--- src/rtl/ece453_avmm_pkg.sv ---
// Shared types for the ece453 Avalon-MM master.
// FSM encoding, command entry layout, error data.
package ece453_avmm_pkg;

  typedef enum logic [1:0] {
    IDLE,
    ISSUE,
    RDWAIT,
    RESP
  } state_t;

  // Entry layout, MSB first:
  // {write, byteenable, writedata, address}
  localparam int BE_W   = 4;
  localparam int DATA_W = 32;

  localparam logic [DATA_W-1:0] ERR_DATA = 32'h0;

endpackage

--- src/rtl/ece453_cmd_fifo.sv ---
// Show-ahead command FIFO, registered storage.
// Full blocks push even when a pop is concurrent.
module ece453_cmd_fifo #(
  parameter int WIDTH = 41,
  parameter int DEPTH = 4
) (
  input  logic             clk,
  input  logic             reset,
  input  logic             push,
  input  logic             pop,
  input  logic [WIDTH-1:0] din,
  output logic [WIDTH-1:0] dout,
  output logic             full,
  output logic             empty
);

  localparam int AW = $clog2(DEPTH);
  localparam logic [AW:0] FULL_CNT = (AW+1)'(DEPTH);

  logic [WIDTH-1:0] mem [DEPTH];
  logic [AW-1:0]    wr_ptr;
  logic [AW-1:0]    rd_ptr;
  logic [AW:0]      count;
  logic             do_push;
  logic             do_pop;

  assign full    = (count == FULL_CNT);
  assign empty   = (count == '0);
  assign dout    = mem[rd_ptr];
  assign do_push = push && !full;
  assign do_pop  = pop && !empty;

  // Pointer and occupancy bookkeeping.
  always_ff @(posedge clk or posedge reset) begin
    if (reset) begin
      wr_ptr <= '0;
      rd_ptr <= '0;
      count  <= '0;
    end else begin
      if (do_push) wr_ptr <= wr_ptr + 1'b1;
      if (do_pop)  rd_ptr <= rd_ptr + 1'b1;
      if (do_push && !do_pop)
        count <= count + 1'b1;
      else if (do_pop && !do_push)
        count <= count - 1'b1;
    end
  end

  // Entry storage; contents are don't-care when empty.
  always_ff @(posedge clk) begin
    if (do_push) mem[wr_ptr] <= din;
  end

endmodule

--- src/rtl/ece453_avmm_master.sv ---
// Avalon-MM master: queued commands become single
// transfers with waitrequest, latency and timeout.
module ece453_avmm_master
  import ece453_avmm_pkg::*;
#(
  parameter int ADDR_W       = 5,
  parameter int FIFO_DEPTH   = 4,
  parameter int READ_LATENCY = 0,
  parameter int TIMEOUT      = 255
) (
  input  logic              clk,
  input  logic              reset,
  input  logic              cmd_valid,
  output logic              cmd_ready,
  input  logic              cmd_write,
  input  logic [ADDR_W-1:0] cmd_address,
  input  logic [31:0]       cmd_writedata,
  input  logic [3:0]        cmd_byteenable,
  output logic              rsp_valid,
  input  logic              rsp_ready,
  output logic [31:0]       rsp_readdata,
  output logic              rsp_write,
  output logic              rsp_error,
  output logic [ADDR_W-1:0] master_address,
  output logic              master_read,
  output logic              master_write,
  output logic [31:0]       master_writedata,
  output logic [3:0]        master_byteenable,
  input  logic [31:0]       master_readdata,
  input  logic              master_waitrequest,
  output logic              busy
);

  localparam int ENTRY_W = 1 + BE_W + DATA_W + ADDR_W;
  localparam int WD_LSB  = ADDR_W;
  localparam int BE_LSB  = ADDR_W + DATA_W;
  localparam int TW      = $clog2(TIMEOUT + 1);
  localparam logic [TW-1:0] TMAX = TW'(TIMEOUT);
  localparam logic [1:0] LAT = 2'(READ_LATENCY);

  state_t              state, state_n;
  logic [ENTRY_W-1:0]  din, dout;
  logic                full, empty, push, pop;
  logic [TW-1:0]       tcnt, tcnt_n;
  logic [1:0]          lcnt, lcnt_n;
  logic [ADDR_W-1:0]   addr_n;
  logic                rd_n, wr_n;
  logic [31:0]         wdata_n;
  logic [3:0]          be_n;
  logic                rv_n, rwr_n, rerr_n;
  logic [31:0]         rdata_n;

  assign cmd_ready = !full && !reset;
  assign push      = cmd_valid && cmd_ready;
  assign din = {cmd_write, cmd_byteenable,
                cmd_writedata, cmd_address};
  assign busy = !empty || (state != IDLE);

  ece453_cmd_fifo #(
    .WIDTH(ENTRY_W),
    .DEPTH(FIFO_DEPTH)
  ) u_fifo (
    .clk  (clk),
    .reset(reset),
    .push (push),
    .pop  (pop),
    .din  (din),
    .dout (dout),
    .full (full),
    .empty(empty)
  );

  // Next state and next registered bus/response values.
  always_comb begin
    state_n = state;
    tcnt_n  = tcnt;
    lcnt_n  = lcnt;
    pop     = 1'b0;
    addr_n  = master_address;
    rd_n    = master_read;
    wr_n    = master_write;
    wdata_n = master_writedata;
    be_n    = master_byteenable;
    rv_n    = rsp_valid;
    rdata_n = rsp_readdata;
    rwr_n   = rsp_write;
    rerr_n  = rsp_error;
    unique case (state)
      IDLE: begin
        if (!empty) begin
          pop     = 1'b1;
          addr_n  = dout[ADDR_W-1:0];
          wdata_n = dout[WD_LSB +: DATA_W];
          be_n    = dout[BE_LSB +: BE_W];
          wr_n    = dout[ENTRY_W-1];
          rd_n    = !dout[ENTRY_W-1];
          tcnt_n  = '0;
          state_n = ISSUE;
        end
      end
      ISSUE: begin
        if (!master_waitrequest) begin
          rd_n = 1'b0;
          wr_n = 1'b0;
          if (master_write) begin
            rv_n    = 1'b1;
            rwr_n   = 1'b1;
            rerr_n  = 1'b0;
            rdata_n = ERR_DATA;
            state_n = RESP;
          end else if (READ_LATENCY == 0) begin
            rv_n    = 1'b1;
            rwr_n   = 1'b0;
            rerr_n  = 1'b0;
            rdata_n = master_readdata;
            state_n = RESP;
          end else begin
            lcnt_n  = 2'd1;
            state_n = RDWAIT;
          end
        end else begin
          if (tcnt != TMAX) tcnt_n = tcnt + 1'b1;
          if (tcnt_n == TMAX) begin
            rd_n    = 1'b0;
            wr_n    = 1'b0;
            rv_n    = 1'b1;
            rwr_n   = master_write;
            rerr_n  = 1'b1;
            rdata_n = ERR_DATA;
            state_n = RESP;
          end
        end
      end
      RDWAIT: begin
        if (lcnt == LAT) begin
          rv_n    = 1'b1;
          rwr_n   = 1'b0;
          rerr_n  = 1'b0;
          rdata_n = master_readdata;
          state_n = RESP;
        end else begin
          lcnt_n = lcnt + 1'b1;
        end
      end
      RESP: begin
        if (rsp_ready) begin
          rv_n    = 1'b0;
          state_n = IDLE;
        end
      end
      default: state_n = IDLE;
    endcase
  end

  // State, counters and all registered outputs.
  always_ff @(posedge clk or posedge reset) begin
    if (reset) begin
      state             <= IDLE;
      tcnt              <= '0;
      lcnt              <= '0;
      master_address    <= '0;
      master_read       <= 1'b0;
      master_write      <= 1'b0;
      master_writedata  <= '0;
      master_byteenable <= '0;
      rsp_valid         <= 1'b0;
      rsp_readdata      <= '0;
      rsp_write         <= 1'b0;
      rsp_error         <= 1'b0;
    end else begin
      state             <= state_n;
      tcnt              <= tcnt_n;
      lcnt              <= lcnt_n;
      master_address    <= addr_n;
      master_read       <= rd_n;
      master_write      <= wr_n;
      master_writedata  <= wdata_n;
      master_byteenable <= be_n;
      rsp_valid         <= rv_n;
      rsp_readdata      <= rdata_n;
      rsp_write         <= rwr_n;
      rsp_error         <= rerr_n;
    end
  end

endmodule

--- config.mk ---
export PLATFORM = sky130hd
export DESIGN_NAME = ece453_avmm_master
export DESIGN_NICKNAME = d
export VERILOG_FILES = /design/src/rtl/ece453_avmm_pkg.sv /design/src/rtl/ece453_cmd_fifo.sv /design/src/rtl/ece453_avmm_master.sv
export SDC_FILE = /design/constraint.sdc
export NUM_CORES = 1
export LEC_CHECK = 0
export BUFFER_PORTS_ARGS = -buffer_cell sky130_fd_sc_hd__buf_4
export CAP_MARGIN = 20
export CORE_MARGIN = 4
export CORE_UTILIZATION = 35
export CTS_CLUSTER_DIAMETER = 50
export DETAILED_ROUTE_END_ITERATION = 6
export SLEW_MARGIN = 15
export SYNTH_ARGS = -nofsm -noshare
export SYNTH_HDL_FRONTEND = slang
export SYNTH_HIERARCHICAL = 1
export SYNTH_SLANG_ARGS = --single-unit
--- constraint.sdc ---
create_clock -name clk -period 3.8 [get_ports clk]
set_input_delay 0.76 -clock clk [delete_from_list [all_inputs] [get_ports clk]]
set_output_delay 0.76 -clock clk [all_outputs]
set_load 0.005 [all_outputs]
==> results of run 1 <==
==> power groups by stage <==
| stage | Sequential, uW | Combinational [uW] | Clock [uW] |
|---|---|---|---|
| 3_5_place_dp | 4400 | 2730 | 0 |
| 2_1_floorplan | 4090 | 1930 | 0 |
| 3_3_place_gp | 4370 | 2670 | 0 |
| 5_1_grt | 4360 | 3040 | 3390 |
| 4_1_cts | 4350 | 2760 | 3260 |
| 6_report | 4250 | 2790 | 3190 |
==> area by class of cell <==
| type | instances | area (um2) |
|---|---|---|
| Fill cell | 2492 | 15870 |
| Clock buffer | 40 | 880.8 |
| Clock inverter | 18 | 259.0 |
| Inverter | 13 | 51.30 |
| Tap cell | 384 | 480.5 |
| Multi-Input combinational cell | 240 | 2616 |
| Sequential cell | 265 | 7477 |
| Timing Repair Buffer | 168 | 1299 |
==> cells in the final DEF (no fill, tap or decap), types with 8 or more instances in the layout <==
cell       Yosys  final
edfxtp_1     168    168
buf_4          0    165
a22o_1        34     34
clkbuf_16      0     32
dfrtp_1       97     95
a21oi_1       15     15
inv_1         13     12
o21ai_0        8      8
mux4_2        38     38
ha_1          11     11
mux2_2        44     44
nand2_1       16     16
nor2_1        10      9
==> final timing paths <==
| check | from | end |
|---|---|---|
| hold / removal | reset | u_fifo/rd_ptr[0] |
| min in group clk | cmd_writedata[5] | u_fifo/mem[1][10] |
| setup reg to reg | tcnt[0] | rsp_readdata[10] |
| hold reg to reg | lcnt[0] | lcnt[0] |
| max in group asynchronous | reset | rsp_readdata[4] |
| setup / recovery | tcnt[0] | rsp_readdata[10] |
==> through the flow <==
step / util / power, uW
4_1_cts: 0.4508 / 10370
2_1_floorplan: - / 6027
6_report: 0.4515 / 10230
5_1_grt: 0.4515 / 10790
3_5_place_dp: 0.4114 / 7135
3_3_place_gp: 0.4114 / 7036
==> critical path, stage by stage (launching register included) <==
cell and delay [ns]:
dfrtp_1 0.42, ha_1 0.28, and3_4 0.22, and3_4 0.17, o32a_1 0.32, o21a_4 0.16, o21ai_4 0.64, a22o_1 0.28
==> flip-flops by register name, summed over array words and instances (netlist names) <==
register	count
master_write	1
master_read	1
master_byteenable	4
master_writedata	32
tcnt	8
master_address	5
rsp_error	1
rsp_write	1
u_fifo/rd_ptr	2
u_fifo/mem	168
rsp_readdata	32
u_fifo/count	3
lcnt	2
state	2
rsp_valid	1
u_fifo/wr_ptr	2
==> layer usage <==
metal / share of wire / vias to the layer above
li1: - / 2499
met1: 0.43 / 2866
met2: 0.47 / 220
met3: 0.071 / 44
met4: 0.026 / 2
met5: 0.00092 / -
==> logic make-up (layout without fill, tap and decap cells) <==
group	after synthesis	count (layout)	share of synthesized area
adder cells (fa/ha/maj)	12	12	0.01524
multiplexers	88	88	0.1432
AND/OR/NAND/NOR	55	55	0.02903
AO/OA/AOI/OAI	78	78	0.05830
XOR/XNOR	7	7	0.005927
flip-flops	265	265	0.7223
buffers and inverters	39	239	0.02600
==> results.sh, run 1 <==
export IMPL_cts_tree="done"
export IMPL_synth_distinct_cells=48
export IMPL_wl_um=21720
export IMPL_fmax_mhz=390.4
export IMPL_io_pins=159
export IMPL_pwr_share_seq=0.416
export IMPL_peakVddDrop_v=0.0004064
export IMPL_antenna_found_initial=1
export IMPL_cts_made_buffers=31
export IMPL_grt_start_max_net_pins=66
export IMPL_holdBufCountCts=0
export IMPL_gr_max_usage_layer="met2"
export IMPL_synth_seq_cells=265
export IMPL_crit_type="reg2reg"
export IMPL_path_clk_slew_ns=0.06
export IMPL_clock_sinks=265
export IMPL_instances_no_fill=1128
export IMPL_yosysTopAreaCellShare=0.4877
export IMPL_status="finished, final reports clean"
export IMPL_drc=0
export IMPL_slew_headroom=0.3879
export IMPL_vias=5631
export IMPL_cts_resized=0
export IMPL_ys_seq_area_frac=0.7223
export IMPL_antenna_cells=0
export IMPL_wl_per_cell_um=19.25
export IMPL_fp_coreArea_um2=28940
export IMPL_area_growth_pct=26.28
export IMPL_whs_ns=0.1764
export IMPL_grtUsageMet3=0.03355
export IMPL_worstPathArrival_ns=3.06
export IMPL_netSwitchingPower_uw=2882
export IMPL_min_period_ns=2.561
export IMPL_synthFlopType="edfxtp_1"
export IMPL_cts_buffer_depth=3
export IMPL_ys_warn_count=6
export IMPL_syn_avg_cell_area_um2=19.02
export IMPL_dpl_hpwl_um=14060
export IMPL_clock_skew_ns=0.01207
export IMPL_setup_ws_ns=1.239
export IMPL_grt_pass1_vias=6005
export IMPL_grt_pass1_wl_um=34530
export IMPL_placed_area_um2=11900
export IMPL_syn_area_um2=10340
export IMPL_finalCritPeriodShare=0.6741
export IMPL_synth_top_cell_by_area="edfxtp_1"
export IMPL_cts_root_buf="clkbuf_16"
export IMPL_grt_ovfl_total=0
export IMPL_synthTopCellsByArea="edfxtp_1, dfrtp_1, mux4_2, mux2_2, a22o_1"
export IMPL_start_util=0.3575
export IMPL_die_area_um2=32370
export IMPL_switching_share=0.2818
export IMPL_netlist_top_cells_count="edfxtp_1, dfrtp_1, mux2_2, mux4_2, a22o_1"
export IMPL_synth_most_common_cell="edfxtp_1"
export IMPL_num_rows=62
export IMPL_critPathRequiredTime_ns=4.29
export IMPL_dieWidth_um=179.9
export IMPL_power_density_nw_per_um2=783.1
export IMPL_port_buffers=158
export IMPL_ff2ff_setup_slack_ns=1.24
export IMPL_finalSetupViolCount=0
export IMPL_htree_levels=1
export IMPL_tightest_slew_ns=0.9181
export IMPL_clockPowerShare=0.312
export IMPL_hold_class="in2async"
export IMPL_routabilityCongestion=0.8600
export IMPL_groute_usage_overall=0.1324
export IMPL_crit_path_end_kind="flop"
export IMPL_use_met2=0.2189
export IMPL_fin_setup_tns_ns=0
export IMPL_postSynthCellCount=544
export IMPL_fin_area_um2=13060
export IMPL_p_leak_uw=0.005068
export IMPL_insertion_delay_ns=0.56
export IMPL_synth_nets=635
export IMPL_hold_viol=0
export IMPL_cp_start_kind="flop"
export IMPL_met1_usage=0.1754
export IMPL_layout_drive_gt1_share=0.4341
export IMPL_cap_violations=0
export IMPL_internal_power_uw=7348
export IMPL_rsz0062_at_grt="no"
export IMPL_pre_cts_ws_ns=0.9417
export IMPL_final_nets=810
export IMPL_power_frac_comb=0.273
export IMPL_viasPerCell=4.992
export IMPL_first_pass_iters=4
export IMPL_drt_iter0_drc=432
export IMPL_ant_nets=0
export IMPL_postSynth_asyncResetShare=0.3660
export IMPL_dp_cells=1069
export IMPL_postCtsSetupRepairBufs=0
export IMPL_drv_slew=0
export IMPL_ff2ff_path_depth=7
export IMPL_synth_edf_count=168
export IMPL_die_h_um=179.9
export IMPL_crit_fanout=32
No activity file was read; power rests on OpenSTA's default activity.
==> run 2: changes to the inputs <==
==> constraint.sdc (replaced) <==
create_clock -name clk -period 2.17 [get_ports clk]
set_input_delay 0.434 -clock clk [delete_from_list [all_inputs] [get_ports clk]]
set_output_delay 0.434 -clock clk [all_outputs]
set_load 0.005 [all_outputs]
==> run 2 against run 1 <==
Fmax is 18% higher; combinational power is 110% higher; power is 81% higher; via count is 3.9% higher; first-iteration DRC count is 36% lower; non-clock buffer count is 40 higher; final cell count is 4.1% higher; clock power is 72% higher; register-to-register slack worse by 1.2 ns; final area is 4.2% higher; critical endpoint is now rsp_readdata[25].
==> results.sh, run 2 (synthesis gave the netlist of run 1 again) <==
export IMPL_power_uw=18570
export IMPL_drc=0
export IMPL_pwr_share_seq=0.394
export IMPL_fillers=2453
export IMPL_drv_slew=0
export IMPL_antenna_found_initial=0
export IMPL_htree_levels=2
export IMPL_crit_fanout=32
export IMPL_viasPerCell=4.986
export IMPL_final_nets=854
export IMPL_critPathRequiredTime_ns=2.59
export IMPL_min_period_ns=2.169
export IMPL_grt_pass1_wl_um=36510
export IMPL_cap_violations=0
export IMPL_cts_buffer_depth=3
export IMPL_clockPowerShare=0.296
export IMPL_fin_area_um2=13620
export IMPL_hold_class="in2reg"
export IMPL_vias=5853
export IMPL_grt_pass1_vias=6429
export IMPL_tightest_slew_ns=0.5060
export IMPL_insertion_delay_ns=0.51
export IMPL_fmax_mhz=461.0
export IMPL_path_clk_slew_ns=0.06
export IMPL_grt_start_max_net_pins=63
export IMPL_power_density_nw_per_um2=1363
export IMPL_num_rows=62
export IMPL_switching_share=0.2878
export IMPL_io_pins=159
export IMPL_largest_register="u_fifo/mem"
export IMPL_slew_headroom=0.6619
export IMPL_clock_sinks=265
export IMPL_hold_viol=0
export IMPL_finalSetupViolCount=0
export IMPL_die_h_um=179.9
export IMPL_start_util=0.3575
export IMPL_worstPathArrival_ns=2.59
export IMPL_largest_reg_flops=168
export IMPL_port_buffers=158
export IMPL_status="finished, final reports clean"
export IMPL_layout_commonest_cell="buf_4"
export IMPL_finalCritPeriodShare=0.9997
export IMPL_first_pass_iters=5
export IMPL_area_growth_pct=31.64
export IMPL_routabilityCongestion=0.8177
export IMPL_dieWidth_um=179.9
export IMPL_drt_iter0_drc=275
export IMPL_internal_power_uw=13220
export IMPL_die_area_um2=32370
export IMPL_placed_area_um2=12290
export IMPL_reg_top3="u_fifo/mem x168, master_writedata x32, rsp_readdata x32"
export IMPL_cts_tree="done"
export IMPL_rsz0062_at_grt="yes"
export IMPL_netSwitchingPower_uw=5343
export IMPL_cts_made_buffers=34
export IMPL_fp_coreArea_um2=28940
export IMPL_power_frac_comb=0.309
export IMPL_peakVddDrop_v=0.0007869
export IMPL_fin_setup_tns_ns=0
export IMPL_layout_drive_gt1_share=0.4702
export IMPL_cp_start_kind="flop"
export IMPL_clock_skew_ns=0.03216
export IMPL_crit_type="reg2reg"
export IMPL_cts_root_buf="clkbuf_16"
export IMPL_wl_um=23350
export IMPL_crit_path_end_kind="flop"
export IMPL_grt_ovfl_total=0
export IMPL_p_leak_uw=0.005318
export IMPL_ant_nets=0
export IMPL_wl_per_cell_um=19.89
export IMPL_layout_common_cells="buf_4, edfxtp_1, dfrtp_1"
export IMPL_dpl_hpwl_um=14600
export IMPL_groute_usage_overall=0.1409
-- run 2: changes by cell type in the layout (fill, tap and decap cells not counted), sizes merged --
cell / before / now
bufinv: 5 / 3
a21oi: 16 / 17
inv: 19 / 17
diode: 0 / 1
clkbuf: 40 / 41
dlygate4sd3: 0 / 1
clkinvlp: 2 / 5
buf: 168 / 207
clkinv: 5 / 9
-- run 2: repair_timing --
| item | in CTS | in global routing |
|---|---|---|
| gates resized for setup | 12 | 12 |
| endpoints found under the hold margin | 5 | 0 |
| buffers inserted | 4 | 5 |
| setup endpoints to repair | 76 | 157 |
| gates cloned | 1 | 0 |
| pin swaps | 7 | 4 |
| hold buffers | 1 | 0 |
-- run 2: power by group through the flow --
stage	Clock (uW)	Sequential, uW	Combinational, uW
2_1_floorplan	0	7160	3440
3_3_place_gp	0	7350	5350
3_5_place_dp	0	7410	5540
4_1_cts	5650	7340	5710
5_1_grt	5880	7470	6240
6_report	5500	7320	5750
-- run 2: cell type report --
cell class	count	area, um2	share of cell area
timing repair buffer	208	1738	0.1276
inverter	13	52.55	0.003859
clock buffer	41	898.4	0.06597
antenna	1	2.502	0.0001838
clock inverter	21	231.5	0.01700
tap	384	480.5	0.03528
multi-input combinational	241	2735	0.2008
sequential	265	7480	0.5492
-- run 2: through the flow --
| stage | utilization | setup WS, ns | cells | hold WS (ns) |
|---|---|---|---|---|
| after floorplan | - | 0.01785 | 544 | 0.2374 |
| after global placement | 0.4248 | -0.2503 | 1100 | 0.4624 |
| after detailed placement | 0.4248 | -0.4728 | 1100 | 0.4713 |
| after CTS | 0.4674 | -0.03133 | 1168 | 0.09433 |
| after global routing | 0.4706 | -0.06456 | 1173 | 0.09570 |
| final | 0.4706 | 0.0006195 | 1174 | 0.1186 |
-- run 2: path summary, 6_finish.rpt --
check	depth (start not counted)	endpoint	start	slack (ns)
max	9	rsp_readdata[25]	tcnt[0]	0.0006
min	1	u_fifo/mem[0][0]	cmd_address[0]	0.12
max reg2reg	9	rsp_readdata[25]	tcnt[0]	0.0006
min reg2reg	1	lcnt[0]	lcnt[0]	0.48
max in group asynchronous	5	master_writedata[17]	reset	1.03
min in group asynchronous	4	u_fifo/rd_ptr[0]	reset	0.58
-- run 2: per-layer routing --
metal,GRT usage,up-vias,part of all wire
met2,0.2379,217,0.49
li1,-,2599,-
met5,0,-,0
met3,0.04669,39,0.076
met4,0.03962,0,0.021
met1,0.1744,2998,0.41
-- run 2: worst max-delay path, stage by stage, from the launching register on --
cell and delay, ns:
dfrtp_1 0.41, ha_4 0.19, and3_4 0.19, and3_4 0.17, o32a_1 0.31, buf_4 0.15, o21a_4 0.14, o21ai_4 0.14
buf_12 0.20, a22o_1 0.18
==> run 3: changes to the inputs <==
==> constraint.sdc (replaced) <==
create_clock -name clk -period 2.4 [get_ports clk]
set_input_delay 0.48 -clock clk [delete_from_list [all_inputs] [get_ports clk]]
set_output_delay 0.48 -clock clk [all_outputs]
set_load 0.005 [all_outputs]
==> run 3 against run 2 <==
Power is 13% lower; first-iteration DRC count is 18% higher; via count is 2.5% lower.
==> results.sh, run 3 (synthesis gave the netlist of run 1 again) <==
export IMPL_status="finished, final reports clean"
export IMPL_power_density_nw_per_um2=1219
export IMPL_layout_commonest_cell="buf_4"
export IMPL_grt_pass1_vias=6074
export IMPL_rsz0062_at_grt="no"
export IMPL_clock_skew_ns=0.01663
export IMPL_cts_buffer_depth=3
export IMPL_wl_per_cell_um=19.17
export IMPL_drt_iter0_drc=324
export IMPL_die_h_um=179.9
export IMPL_fin_area_um2=13220
export IMPL_crit_type="reg2reg"
export IMPL_layout_common_cells="buf_4, edfxtp_1, dfrtp_1"
export IMPL_pre_cts_ws_ns=0.1186
export IMPL_setup_ws_ns=0.07043
export IMPL_grtUsageMet3=0.04143
export IMPL_largest_register="u_fifo/mem"
export IMPL_slowest_delay_ns=0.38
export IMPL_port_buffers=158
export IMPL_groute_usage_overall=0.1325
export IMPL_dieWidth_um=179.9
export IMPL_area_growth_pct=27.81
export IMPL_antenna_found_initial=1
export IMPL_hold_viol=0
export IMPL_fp_coreArea_um2=28940
export IMPL_drv_slew=0
export IMPL_use_met2=0.2192
export IMPL_grt_ovfl_total=0
export IMPL_slew_headroom=0.5400
export IMPL_fillers=2490
export IMPL_antenna_cells=0
export IMPL_fmax_mhz=429.3
export IMPL_insertion_delay_ns=0.56
export IMPL_crit_top_cell="and3_4"
export IMPL_crit_fanout=6
export IMPL_gr_max_usage_layer="met2"
export IMPL_placed_area_um2=12160
export IMPL_crit_path_end_kind="flop"
export IMPL_clock_sinks=265
export IMPL_drc=0
export IMPL_cp_start_kind="flop"
export IMPL_min_period_ns=2.330
export IMPL_wl_um=22010
export IMPL_layout_drive_gt1_share=0.4424
export IMPL_cts_root_buf="clkbuf_16"
export IMPL_hold_class="in2reg"
export IMPL_crit_chain="ha_1 -> and3_4 -> and3_4 -> o32a_1 -> buf_4 -> o21a_4 -> o21ai_0 -> mux2_2"
export IMPL_ant_nets=0
export IMPL_cp_buffers_inverters=1
export IMPL_grt_pass1_wl_um=34660
export IMPL_dp_cells=1089
export IMPL_start_util=0.3575
export IMPL_whs_ns=0.1168
export IMPL_critPathTopFamily="compound AO/OA/AOI/OAI gates"
export IMPL_cts_made_buffers=31
export IMPL_die_area_um2=32370
export IMPL_finalSetupViolCount=0
export IMPL_met1_usage=0.1718
export IMPL_cap_violations=0
export IMPL_finalCritPeriodShare=0.9707
export IMPL_worstPathArrival_ns=2.76
export IMPL_final_nets=830
export IMPL_viasPerCell=4.972
export IMPL_largest_reg_flops=168
export IMPL_reg_top3="u_fifo/mem x168, master_writedata x32, rsp_readdata x32"
export IMPL_first_pass_iters=4
export IMPL_tightest_slew_ns=0.6886
export IMPL_routabilityCongestion=0.8309
export IMPL_num_rows=62
export IMPL_io_pins=159
export IMPL_dpl_hpwl_um=13750
export IMPL_grt_start_max_net_pins=44
export IMPL_instances_no_fill=1148
export IMPL_peakVddDrop_v=0.0006057
export IMPL_path_clk_slew_ns=0.06
export IMPL_cp_slowest_cell="dfrtp_1"
export IMPL_vias=5708
export IMPL_htree_levels=1
export IMPL_cts_tree="done"
export IMPL_critPathRequiredTime_ns=2.83
export IMPL_p_leak_uw=0.005149
-- run 3: changes by cell type in the layout (fill, tap and decap cells not counted), moves of 3 or more --
cell       change
buf_4         -15
clkinv_2       +8
clkbuf_16      -4
clkinv_1       -4
buf_12         -3
ha_1           +3
ha_4           -3
-- run 3: path summary, 6_finish.rpt --
kind	start	to	slack (ns)	depth (start not counted)
max	tcnt[0]	state[1]	0.07	8
min	cmd_writedata[21]	u_fifo/mem[1][26]	0.12	1
max reg2reg	tcnt[0]	state[1]	0.07	8
min reg2reg	lcnt[0]	lcnt[0]	0.47	1
max in group asynchronous	reset	rsp_readdata[7]	1.17	4
min in group asynchronous	reset	u_fifo/rd_ptr[0]	0.46	3
-- run 3: layout make-up --
cell class | count | area, um2 | area share
clock buffer | 39 | 825.8 | 0.06246
tap | 384 | 480.5 | 0.03634
inverter | 13 | 52.55 | 0.003975
clock inverter | 19 | 219.0 | 0.01656
sequential | 265 | 7477 | 0.5655
timing repair buffer | 188 | 1543 | 0.1167
multi-input combinational | 240 | 2624 | 0.1984
-- run 3: metal layers --
metal	vias to the layer above	routed length, um
li1	2545	-
met1	2910	9352
met2	213	10510
met3	38	1666
met4	2	456
met5	-	20
-- run 3: stage by stage --
stage	setup TNS, ns	power (uW)	util
final	0	16110	0.4569
after global routing	0	17010	0.4569
after CTS	0	16380	0.4567
after detailed placement	0	11570	0.4202
after global placement	-1.988	11360	0.4198
after floorplan	0	9546	-
-- run 3: where the power goes --
group          switching, uW  internal [uW]  total [uW]
clock                   1820           2880        4700
combinational           2110           2770        4870
sequential               602           5940        6540
total                   4530          11600       16100
-- run 3: repair_timing --
action | in CTS | in global routing
endpoints found under the hold margin | 7 | 0
resized for setup | 0 | 2
hold buffers | 1 | 0
buffers inserted | 0 | 0
endpoints found under the setup margin | 0 | 14
-- run 3: worst reg2reg max path: stages (launching register included) --
cell and delay, ns:
dfrtp_1 0.38, ha_1 0.29, and3_4 0.24, and3_4 0.18
o32a_1 0.32, buf_4 0.15, o21a_4 0.14, o21ai_0 0.18
mux2_2 0.35
